### src/rtl/jt1943_sdram_pkg.sv
// Shared types for the jt1943 SDRAM read-port arbiter.
package jt1943_sdram_pkg;

  typedef enum logic [1:0] {
    IDLE,
    WAIT_ACK,
    WAIT_RDY
  } state_e;

  // Slot index width, sized for the largest supported SLOTS (8).
  localparam int unsigned MAX_SLOTS = 8;
  localparam int unsigned IDX_W     = $clog2(MAX_SLOTS);

  typedef logic [IDX_W-1:0] slot_idx_t;

  // Successor of a slot index, wrapping at the configured slot count.
  function automatic slot_idx_t next_slot(slot_idx_t cur, int unsigned slots);
    logic [IDX_W:0] n;
    n = {1'b0, cur} + 1'b1;
    if (n >= (IDX_W+1)'(slots)) n = '0;
    return n[IDX_W-1:0];
  endfunction

endpackage

### src/rtl/jt1943_slot_latch.sv
// One-entry read cache for a single requester: tag, data, valid and hit compare.
module jt1943_slot_latch #(
  parameter int AW = 22,
  parameter int DW = 32
) (
  input  logic          clk,
  input  logic          rst,
  input  logic          clr_i,
  input  logic          wr_i,
  input  logic [AW-1:0] wr_tag_i,
  input  logic [DW-1:0] wr_data_i,
  input  logic [AW-1:0] rd_addr_i,
  output logic          hit_o,
  output logic [DW-1:0] dout_o
);

  logic [AW-1:0] tag_q;
  logic [DW-1:0] data_q;
  logic          valid_q;

  // Fill on write; a flush only drops valid and wins over a simultaneous fill.
  always_ff @(posedge clk or posedge rst) begin
    if (rst) begin
      // NOTE: tag and data are reset too, so slot_dout reads zero after reset
      // instead of whatever the flops powered up with.
      tag_q   <= '0;
      data_q  <= '0;
      valid_q <= 1'b0;
    end else begin
      if (wr_i) begin
        tag_q  <= wr_tag_i;
        data_q <= wr_data_i;
      end
      if (clr_i)     valid_q <= 1'b0;
      else if (wr_i) valid_q <= 1'b1;
    end
  end

  assign hit_o  = valid_q && (tag_q == rd_addr_i);
  assign dout_o = data_q;

endmodule

### src/rtl/jt1943_sdram_arbiter.sv
// Round-robin arbiter sharing the game SDRAM read port among ROM requesters.
module jt1943_sdram_arbiter
  import jt1943_sdram_pkg::*;
#(
  parameter int SLOTS = 4,
  parameter int AW    = 22,
  parameter int DW    = 32
) (
  input  logic                clk,
  input  logic                rst,
  input  logic                loop_rst,
  input  logic                downloading,
  input  logic [SLOTS-1:0]    slot_cs,
  input  logic [SLOTS*AW-1:0] slot_addr,
  output logic [SLOTS-1:0]    slot_ok,
  output logic [SLOTS*DW-1:0] slot_dout,
  output logic                sdram_req,
  output logic [AW-1:0]       sdram_addr,
  input  logic                sdram_ack,
  input  logic                data_rdy,
  input  logic [DW-1:0]       data_read,
  output logic                refresh_en
);

  state_e        state_q, state_d;
  slot_idx_t     gnt_q, gnt_d;
  slot_idx_t     rr_q, rr_d;
  logic          req_q, req_d;
  logic [AW-1:0] addr_q, addr_d;
  logic          dl_q;
  logic          fill;
  logic          flush;

  logic [SLOTS-1:0]     hit;
  logic [SLOTS-1:0]     pend;
  logic [MAX_SLOTS-1:0] pend_w;
  logic [AW-1:0]        addr_arr [MAX_SLOTS];
  slot_idx_t            pick;
  logic                 found;

  // Loop reset and the end of a ROM download both invalidate every latch.
  assign flush = loop_rst || (dl_q && !downloading);

  for (genvar i = 0; i < MAX_SLOTS; i++) begin : g_slot
    if (i < SLOTS) begin : g_used
      assign addr_arr[i] = slot_addr[i*AW +: AW];

      jt1943_slot_latch #(.AW(AW), .DW(DW)) u_latch (
        .clk      (clk),
        .rst      (rst),
        .clr_i    (flush),
        .wr_i     (fill && (gnt_q == slot_idx_t'(i))),
        .wr_tag_i (addr_q),
        .wr_data_i(data_read),
        .rd_addr_i(slot_addr[i*AW +: AW]),
        .hit_o    (hit[i]),
        .dout_o   (slot_dout[i*DW +: DW])
      );
    end else begin : g_pad
      assign addr_arr[i] = '0;
    end
  end

  assign slot_ok    = slot_cs & hit;
  assign pend       = slot_cs & ~hit;
  assign pend_w     = MAX_SLOTS'(pend);
  assign refresh_en = (state_q == IDLE) && (pend == '0);

  // Rotating priority: first pending slot at or after rr_q, wrapping at SLOTS.
  always_comb begin
    logic [IDX_W:0] sum;
    pick  = '0;
    found = 1'b0;
    for (int k = 0; k < SLOTS; k++) begin
      sum = {1'b0, rr_q} + (IDX_W+1)'(k);
      if (sum >= (IDX_W+1)'(SLOTS)) sum = sum - (IDX_W+1)'(SLOTS);
      if (!found && pend_w[sum[IDX_W-1:0]]) begin
        found = 1'b1;
        pick  = sum[IDX_W-1:0];
      end
    end
  end

  // Transaction FSM: issue, wait for accept, wait for data, fill the latch.
  always_comb begin
    // NOTE: every output of this block gets a default first, so no path can
    // leave one unassigned and infer a latch.
    state_d = state_q;
    gnt_d   = gnt_q;
    rr_d    = rr_q;
    req_d   = req_q;
    addr_d  = addr_q;
    fill    = 1'b0;
    if (loop_rst) begin
      state_d = IDLE;
      req_d   = 1'b0;
    end else begin
      unique case (state_q)
        IDLE: begin
          // One idle cycle after a download ends lets the flush land first.
          if (!downloading && !dl_q && found) begin
            gnt_d   = pick;
            addr_d  = addr_arr[pick];
            req_d   = 1'b1;
            state_d = WAIT_ACK;
          end
        end
        WAIT_ACK: begin
          if (sdram_ack) begin
            req_d = 1'b0;
            rr_d  = next_slot(gnt_q, SLOTS);
            if (data_rdy) begin
              fill    = 1'b1;
              state_d = IDLE;
            end else begin
              state_d = WAIT_RDY;
            end
          end
        end
        WAIT_RDY: begin
          if (data_rdy) begin
            fill    = 1'b1;
            state_d = IDLE;
          end
        end
        default: state_d = IDLE;
      endcase
    end
  end

  // State and request registers; dl_q remembers downloading for edge detection.
  always_ff @(posedge clk or posedge rst) begin
    if (rst) begin
      state_q <= IDLE;
      gnt_q   <= '0;
      rr_q    <= '0;
      req_q   <= 1'b0;
      addr_q  <= '0;
      dl_q    <= 1'b0;
    end else begin
      // NOTE: non-blocking assignments so every register samples the values
      // from before this edge, independent of statement order.
      state_q <= state_d;
      gnt_q   <= gnt_d;
      rr_q    <= rr_d;
      req_q   <= req_d;
      addr_q  <= addr_d;
      dl_q    <= downloading;
    end
  end

  assign sdram_req  = req_q;
  assign sdram_addr = addr_q;

endmodule

### config.mk
export PLATFORM = sky130hd
export DESIGN_NAME = jt1943_sdram_arbiter
export DESIGN_NICKNAME = d
export VERILOG_FILES = /design/src/rtl/jt1943_sdram_pkg.sv /design/src/rtl/jt1943_slot_latch.sv /design/src/rtl/jt1943_sdram_arbiter.sv
export SDC_FILE = /design/constraint.sdc
export NUM_CORES = 1
export LEC_CHECK = 0
export ABC_AREA = 1
export BUFFER_PORTS_ARGS = -buffer_cell sky130_fd_sc_hd__buf_2
export CAP_MARGIN = 20
export CORE_MARGIN = 2
export CORE_UTILIZATION = 54
export DETAILED_ROUTE_END_ITERATION = 6
export GPL_ROUTABILITY_DRIVEN = 0
export PLACE_DENSITY = 0.8
export SLEW_MARGIN = 20
export SYNTH_ARGS = -nofsm -noshare
export SYNTH_HDL_FRONTEND = slang
export SYNTH_SLANG_ARGS = --single-unit
### constraint.sdc
create_clock -name clk -period 8.4 [get_ports clk]
set_input_delay 0.42 -clock clk [delete_from_list [all_inputs] [get_ports clk]]
set_output_delay 0.42 -clock clk [all_outputs]
set_load 0.1 [all_outputs]
==> run_results.csv, run 1 <==
group,metric,value,unit
setup_path,category_of_the_critical_setup_timing_path,"reg -> reg",
yosys,netlist-cell-type-count,33,
yosys,synth.avg_cell_area,7.65,µm²
setup_path,timing.critical_path.fanout_max,53,
grt,grt_first_pass_wirelength,57.7,mm
clocking,root_buffer,"sky130_fd_sc_hd__clkbuf_16",
setup_path,critical_path.endpoint_type,"register",
run,max_cap_viol_count,0,
floorplanning,initial_core_utilization,55.1,%
cells_and_area,area_delta_synth_final,20.6,%
floorplanning,die_width,153,µm
setup_path,worstPathArrival,3.81,ns
timing,worst_slew_margin_rel,21.2,%
timing,maxClockFrequency,0.300,GHz
yosys,yosys.area.top_type_share,52.3,%
timing,timing.final.ws_setup,5.07,ns
clocking,ctsHoldBuffers,0,
detailed_routing,firstDrtPassIters,6,
floorplanning,die_h,153,µm
detailed_routing,wl_per_cell,17.0,µm
clocking,cts_post_setup_buffers_inserted,0,
grt,met1_resource_use_gr,39.9,%
clocking,clkTransAtPathRegs,0.06,ns
place,place.port_buffers,285,
cells_and_area,layout-drive-gt1-share,19.4,%
setup_path,timing.critical_path.from,"rr_q[0]$_DFFE_PP0P_",
timing,min_period_over_period,39.7,%
yosys,synthDominantAreaCellType,"sky130_fd_sc_hd__dfrtp_1",
setup_path,r2r_slack,5.07,ns
clocking,post_cts_resized,0,
grt,grt_antenna_before_repair,6,
timing,period_minus_slack,3.33,ns
detailed_routing,avgViaCountPerCell,5.29,
pwr,totalPowerFinal,6560,µW
setup_path,crit_path_max_incr_delay,0.54,ns
yosys,synth_top_cells_by_area,"sky130_fd_sc_hd__dfrtp_1 (52%), sky130_fd_sc_hd__nand2_1 (18%), sky130_fd_sc_hd__o21ai_0 (9.5%)",
pwr,power-per-cell-area,451,nW/µm²
pwr,power.ir.vdd_worst,0.383,mV
cells_and_area,final_cell_mix,"sky130_fd_sc_hd__nand2_1 (570), sky130_fd_sc_hd__buf_2 (285), sky130_fd_sc_hd__dfrtp_1 (252), sky130_fd_sc_hd__o21ai_0 (230), sky130_fd_sc_hd__inv_1 (223)",
cells_and_area,finish.instance_area,14500,µm²
floorplanning,placeableCoreArea,21900,µm²
clocking,tritoncts_buffers,27,
yosys,synthesis.area,12100,µm²
timing,hold_viol_final,0,
grt,global_route.overflow_total,0,
yosys,syn-num-nets,1717,
clocking,cts-htree-levels,1,
timing,max_slew.worst_pin.slew,1.17,ns
clocking,cts_sinks,252,
yosys,synthesized_flop_and_latch_total,252,
place,dp_hpwl,25.5,mm
grt,gr-usage-met3,8.00,%
floorplanning,fp-row-count,54,
setup_path,worst_r2r_path_depth,12,
setup_path,worst_path_max_delay_cell,"sky130_fd_sc_hd__nand2_8",
setup_path,start_kind,"register",
place,place_ws,4.76,ns
timing,grt_setup_unrepaired,"no",
timing,timing.final.setup_violations,0,
grt,top_usage_layer,"met2",
cells_and_area,finalNetCount,1980,
yosys,syn_inst,1577,
setup_path,r2r_start,"rr_q[0]$_DFFE_PP0P_",
floorplanning,dieArea,23600,µm²
detailed_routing,route.final.wire_length,36.4,mm
grt,met2_usage,48.2,%
detailed_routing,drtAntennaViolNets,0,
detailed_routing,drc,0,
timing,total_count_of_max_transition_violations_in_the_final_report,0,
setup_path,critical_path_required_time,8.88,ns
yosys,synth_sequential_area_ratio,52.3,%
min_path,min_delay_worst_type,"in -> async",
setup_path,cell_chain_of_the_critical_path,"clkinv_1 -> ha_1 -> inv_1 -> nand3_1 -> nand3_2 -> nand3_1 -> nand3_2 -> nand2_8 -> inv_4 -> nand2_1 -> nand3_1 -> nand3_1",
setup_path,critical-path-top-cell-by-count,"sky130_fd_sc_hd__nand3_1",
timing,tns,0,ns
detailed_routing,vias_post_dr,11300,
grt,grt.total_usage,30.6,%
timing,fin_hold_ws,0.00849,ns
pwr,static-leakage-power,0.00807,µW
clocking,cts_tree,"built",
place,placedInstanceArea,13600,µm²
timing,worst_clock_skew,0.0178,ns
grt,grt_start_max_net_pins,128,
cells_and_area,mostFrequentLayoutCell,"sky130_fd_sc_hd__nand2_1",
floorplanning,number_of_primary_i_o_pins,286,
grt,first_global_vias,11000,
clocking,clock_path_buffers,3,
clocking,clk-insertion-delay-late,0.54,ns
status,outcome,"finished, final reports clean",
detailed_routing,dr.first_iter.drc_count,990,
yosys,yosys_warnings,0,
setup_path,r2r_end,"sdram_addr[6]$_DFFE_PP0P_",
worst max-delay path: cells and delay by family (launching register included):
kind | cells | cell delay (ns)
fa+ha+maj | 1 | 0.45
buf+inv | 3 | 0.58
flops | 1 | 0.48
simple gates | 8 | 1.69
Yosys cell counts:
master / instances
sky130_fd_sc_hd__clkinv_2: 1
sky130_fd_sc_hd__dfrtp_1: 252
sky130_fd_sc_hd__buf_2: 3
sky130_fd_sc_hd__nand2_8: 1
sky130_fd_sc_hd__xnor2_1: 8
sky130_fd_sc_hd__a221oi_1: 1
sky130_fd_sc_hd__nand3_2: 4
sky130_fd_sc_hd__o311ai_0: 1
sky130_fd_sc_hd__nor2_4: 1
sky130_fd_sc_hd__clkbuf_1: 44
sky130_fd_sc_hd__inv_1: 224
sky130_fd_sc_hd__nor2_1: 67
sky130_fd_sc_hd__nor3_1: 1
sky130_fd_sc_hd__nand2_2: 2
sky130_fd_sc_hd__inv_4: 1
sky130_fd_sc_hd__nand4_2: 2
sky130_fd_sc_hd__a221o_1: 1
sky130_fd_sc_hd__nand4_1: 7
sky130_fd_sc_hd__nand2_1: 570
sky130_fd_sc_hd__a21oi_1: 6
sky130_fd_sc_hd__o21ai_0: 230
sky130_fd_sc_hd__ha_1: 10
sky130_fd_sc_hd__buf_4: 6
sky130_fd_sc_hd__o21ai_1: 10
sky130_fd_sc_hd__buf_6: 5
sky130_fd_sc_hd__clkinv_1: 1
sky130_fd_sc_hd__nor2_8: 1
sky130_fd_sc_hd__or2_2: 2
sky130_fd_sc_hd__o21bai_1: 1
sky130_fd_sc_hd__o211ai_1: 5
sky130_fd_sc_hd__nand2_4: 1
sky130_fd_sc_hd__nand3_1: 100
sky130_fd_sc_hd__inv_2: 8
logic make-up (layout without fill, tap and decap cells):
family	after synthesis	in the layout	share of synthesized area (%)
compound gates	255	255	10.8
buf+inv	293	574	9.68
simple gates	759	759	25.6
flops	252	252	52.3
fa+ha+maj	10	10	1.04
xor+xnor	8	8	0.581
other cells	0	5	0
power by group:
part           switching [µW]  leakage, µW  internal (µW)  total, µW
combinational            2860      0.00423            651       3510
sequential                264      0.00340           1580       1850
clock                     495     0.000439            703       1200
total                    3620      0.00807           2940       6560
registers in the layout, summed over array words and instances, names as in the netlist:
register,flops
dl_q,1
g_slot.g_used.u_latch.dout_o,128
g_slot.g_used.u_latch.tag_q,88
g_slot.g_used.u_latch.valid_q,4
gnt_q,3
rr_q,3
sdram_addr,22
sdram_req,1
state_q,2
layer usage:
metal / part of all wire [%] / up-vias / routed length (µm)
li1: - / 5412 / -
met5: 0.030 / - / 11
met3: 11 / 102 / 3820
met2: 45 / 602 / 16500
met1: 39 / 5208 / 14300
met4: 4.9 / 2 / 1790
stage by stage:
stage,instances,utilization (%)
after floorplan,1577,-
final,2143,66.4
after detailed placement,2091,62.3
after global routing,2140,66.4
after global placement,2091,62.3
after CTS,2138,66.4
worst max path at each step:
stage                     slack (ns)  cells after the start                    endpoint
after floorplan                 1.05                      1              dl_q$_DFF_PP0_
after global placement          4.89                     18  sdram_addr[16]$_DFFE_PP0P_
after detailed placement        4.76                     18   sdram_addr[6]$_DFFE_PP0P_
after CTS                       4.78                     10   sdram_addr[6]$_DFFE_PP0P_
after global routing            4.80                     18  sdram_addr[16]$_DFFE_PP0P_
final                           5.07                     12   sdram_addr[6]$_DFFE_PP0P_
area by class of cell:
cell class	instances	area (µm²)
Clock buffer	38	777
Clock inverter	9	103
Inverter	235	893
Antenna cell	5	12.5
Multi-Input combinational cell	1032	4610
Timing Repair Buffer	292	1490
Sequential cell	252	6310
Fill cell	1863	7340
Tap cell	280	350
No activity file was read; power rests on OpenSTA's default activity.
==> run 2: changes to the inputs <==
Clock period 8.4 ns to 3.3 ns, I/O delays scaled along.
==> run 2 against run 1 <==
Net effect: power grew to 2.6 times the previous value; register-to-register slack worse by 4.7 ns; global-route usage increased by 2.0 points; combinational power grew to 2.6 times the previous value; sequential cell count stayed put; non-clock buffer count is 71 higher; clock-buffer cell count is 2 lower; sequential share of layout area shrank 1.9 points; setup slack worse by 4.8 ns; critical endpoint is now refresh_en; largest power group unchanged; highest routed layer unchanged.
==> run_results.csv, run 2 (synthesized netlist as in run 1, its figures left out) <==
group,metric,value,unit
detailed_routing,route.final.wire_length,38.6,mm
floorplanning,placeableCoreArea,21900,µm²
detailed_routing,drtAntennaViolNets,0,
timing,worst_clock_skew,0.0265,ns
clocking,cts_post_setup_buffers_inserted,0,
cells_and_area,area_delta_synth_final,26.0,%
run,max_cap_viol_count,0,
timing,period_minus_slack,3.03,ns
min_path,worstHoldPathCells,3,
floorplanning,fp-row-count,54,
clocking,clk-insertion-delay-late,0.55,ns
detailed_routing,met1_length,14.8,mm
clocking,tritoncts_buffers,27,
floorplanning,dieArea,23600,µm²
timing,max_slew.worst_pin.slew,1.14,ns
clocking,cts_tree,"built",
timing,worst_slew_margin_rel,23.1,%
pwr,power-per-cell-area,1100,nW/µm²
setup_path,critical_path_required_time,3.13,ns
detailed_routing,dr.first_iter.drc_count,1084,
grt,global_route.overflow_total,0,
detailed_routing,route.top_layer_used,"met5",
clocking,root_buffer,"sky130_fd_sc_hd__clkbuf_16",
setup_path,worstPathArrival,2.86,ns
detailed_routing,wl_per_cell,17.5,µm
timing,grt_setup_unrepaired,"no",
clocking,cts_sinks,252,
setup_path,category_of_the_critical_setup_timing_path,"reg -> out",
timing,maxClockFrequency,0.331,GHz
setup_path,critical_path.endpoint_type,"output port",
timing,timing.final.setup_violations,0,
clocking,clock_path_buffers,3,
setup_path,crit_path_max_incr_delay,0.48,ns
timing,min_period_over_period,91.7,%
detailed_routing,routed_wire_length_on_met2,17.8,mm
place,dp_hpwl,26.3,mm
timing,timing.final.ws_setup,0.275,ns
cells_and_area,mostFrequentLayoutCell,"sky130_fd_sc_hd__nand2_1",
timing,hold_viol_final,0,
grt,grt_start_max_net_pins,80,
detailed_routing,vias_post_dr,11800,
place,place_ws,0.303,ns
place,place.port_buffers,285,
grt,grt_first_pass_wirelength,61.4,mm
setup_path,cell_chain_of_the_critical_path,"inv_1 -> nand2_1 -> nand2_1 -> nor2_1 -> nand2_1 -> nor2_1 -> nand3_1 -> a221o_1 -> a221oi_2 -> buf_2",
cells_and_area,finalNetCount,2052,
timing,tns,0,ns
setup_path,critical-path-top-cell-by-count,"sky130_fd_sc_hd__nand2_1",
detailed_routing,firstDrtPassIters,5,
floorplanning,die_h,153,µm
clocking,cts-htree-levels,1,
setup_path,worst_path_max_delay_cell,"sky130_fd_sc_hd__buf_2",
grt,grt.total_usage,32.7,%
pwr,totalPowerFinal,16700,µW
cells_and_area,final_cell_mix,"sky130_fd_sc_hd__nand2_1 (570), sky130_fd_sc_hd__buf_2 (285), sky130_fd_sc_hd__dfrtp_1 (252), sky130_fd_sc_hd__o21ai_0 (230), sky130_fd_sc_hd__inv_1 (223)",
setup_path,start_kind,"register",
floorplanning,die_width,153,µm
status,outcome,"finished, final reports clean",
timing,fin_hold_ws,0.000480,ns
floorplanning,initial_core_utilization,55.1,%
detailed_routing,avgViaCountPerCell,5.33,
cells_and_area,layout-drive-gt1-share,19.2,%
timing,total_count_of_max_transition_violations_in_the_final_report,0,
grt,first_global_vias,11700,
pwr,static-leakage-power,0.00835,µW
clocking,clkTransAtPathRegs,0.06,ns
floorplanning,number_of_primary_i_o_pins,286,
detailed_routing,met3WireLength,4.03,mm
setup_path,worst_r2r_path_depth,18,
grt,grt_antenna_before_repair,5,
min_path,min_delay_worst_type,"in -> reg",
clocking,post_cts_resized,0,
cells_and_area,largest_register_ff_count,128,
detailed_routing,drc,0,
setup_path,timing.critical_path.fanout_max,4,
pwr,power.ir.vdd_worst,0.879,mV
[run 2: changes by cell type in the layout (fill, tap and decap cells not counted), moves of 2 or more]
cell and delta:
sky130_fd_sc_hd__clkinvlp_4 +3, sky130_fd_sc_hd__buf_4 +9, sky130_fd_sc_hd__clkbuf_8 -3, sky130_fd_sc_hd__dlygate4sd3_1 +60
sky130_fd_sc_hd__buf_12 +2
[run 2: stage by stage]
step / utilization [%] / std cells / area, µm²
global placement: 62.8 / 2102 / 13800
detailed placement: 62.8 / 2102 / 13800
floorplan: - / 1577 / 12100
global route: 69.4 / 2212 / 15200
CTS: 69.4 / 2208 / 15200
finish: 69.5 / 2213 / 15200
[run 2: path summary, 6_finish.rpt]
check                                                           startpoint                                              end  slack, ns
max                          g_slot[1].g_used.u_latch.tag_q[5]$_DFFE_PP0P_                                       refresh_en       0.27
min                                                          data_read[30]  g_slot[0].g_used.u_latch.dout_o[30]$_DFFE_PP0P_     0.0005
max reg2reg                  g_slot[1].g_used.u_latch.tag_q[5]$_DFFE_PP0P_                       sdram_addr[21]$_DFFE_PP0P_       0.32
min reg2reg                g_slot[2].g_used.u_latch.dout_o[29]$_DFFE_PP0P_  g_slot[2].g_used.u_latch.dout_o[29]$_DFFE_PP0P_       0.48
max in group asynchronous                                              rst   g_slot[2].g_used.u_latch.tag_q[18]$_DFFE_PP0P_       2.04
min in group asynchronous                                              rst  g_slot[1].g_used.u_latch.dout_o[21]$_DFFE_PP0P_       0.38
[run 2: worst max-delay path, delay by kind of cell (launching register included)]
| family | cells | cell delay [ns] |
|---|---|---|
| AO/OA/AOI/OAI | 2 | 0.59 |
| flip-flops | 1 | 0.36 |
| AND/OR/NAND/NOR | 6 | 0.82 |
| buffers and inverters | 2 | 0.52 |
[run 2: metal layers]
layer | global-route usage [%] | vias up
met5 | 0 | -
met4 | 14.9 | 2
met3 | 8.45 | 126
met2 | 52.9 | 633
met1 | 41.5 | 5484
li1 | - | 5553
[run 2: timing repair]
action	in CTS	in global routing
endpoints found under the setup margin	0	13
hold endpoints to repair	164	0
hold buffers	60	0
[run 2: final cells by class]
class,instances,area (µm²)
timing repair buffer,363,2200
clock inverter,10,87.6
sequential,252,6310
clock buffer,36,739
antenna,4,10.0
inverter,235,890
tap,280,350
fill,1734,6690
multi-input combinational,1033,4620
[run 2: power by group]
part	total [µW]	internal [µW]	switching (µW)
Combinational	9130	1770	7370
Sequential	4710	4030	682
Clock	2880	1640	1240
Total	16700	7450	9290
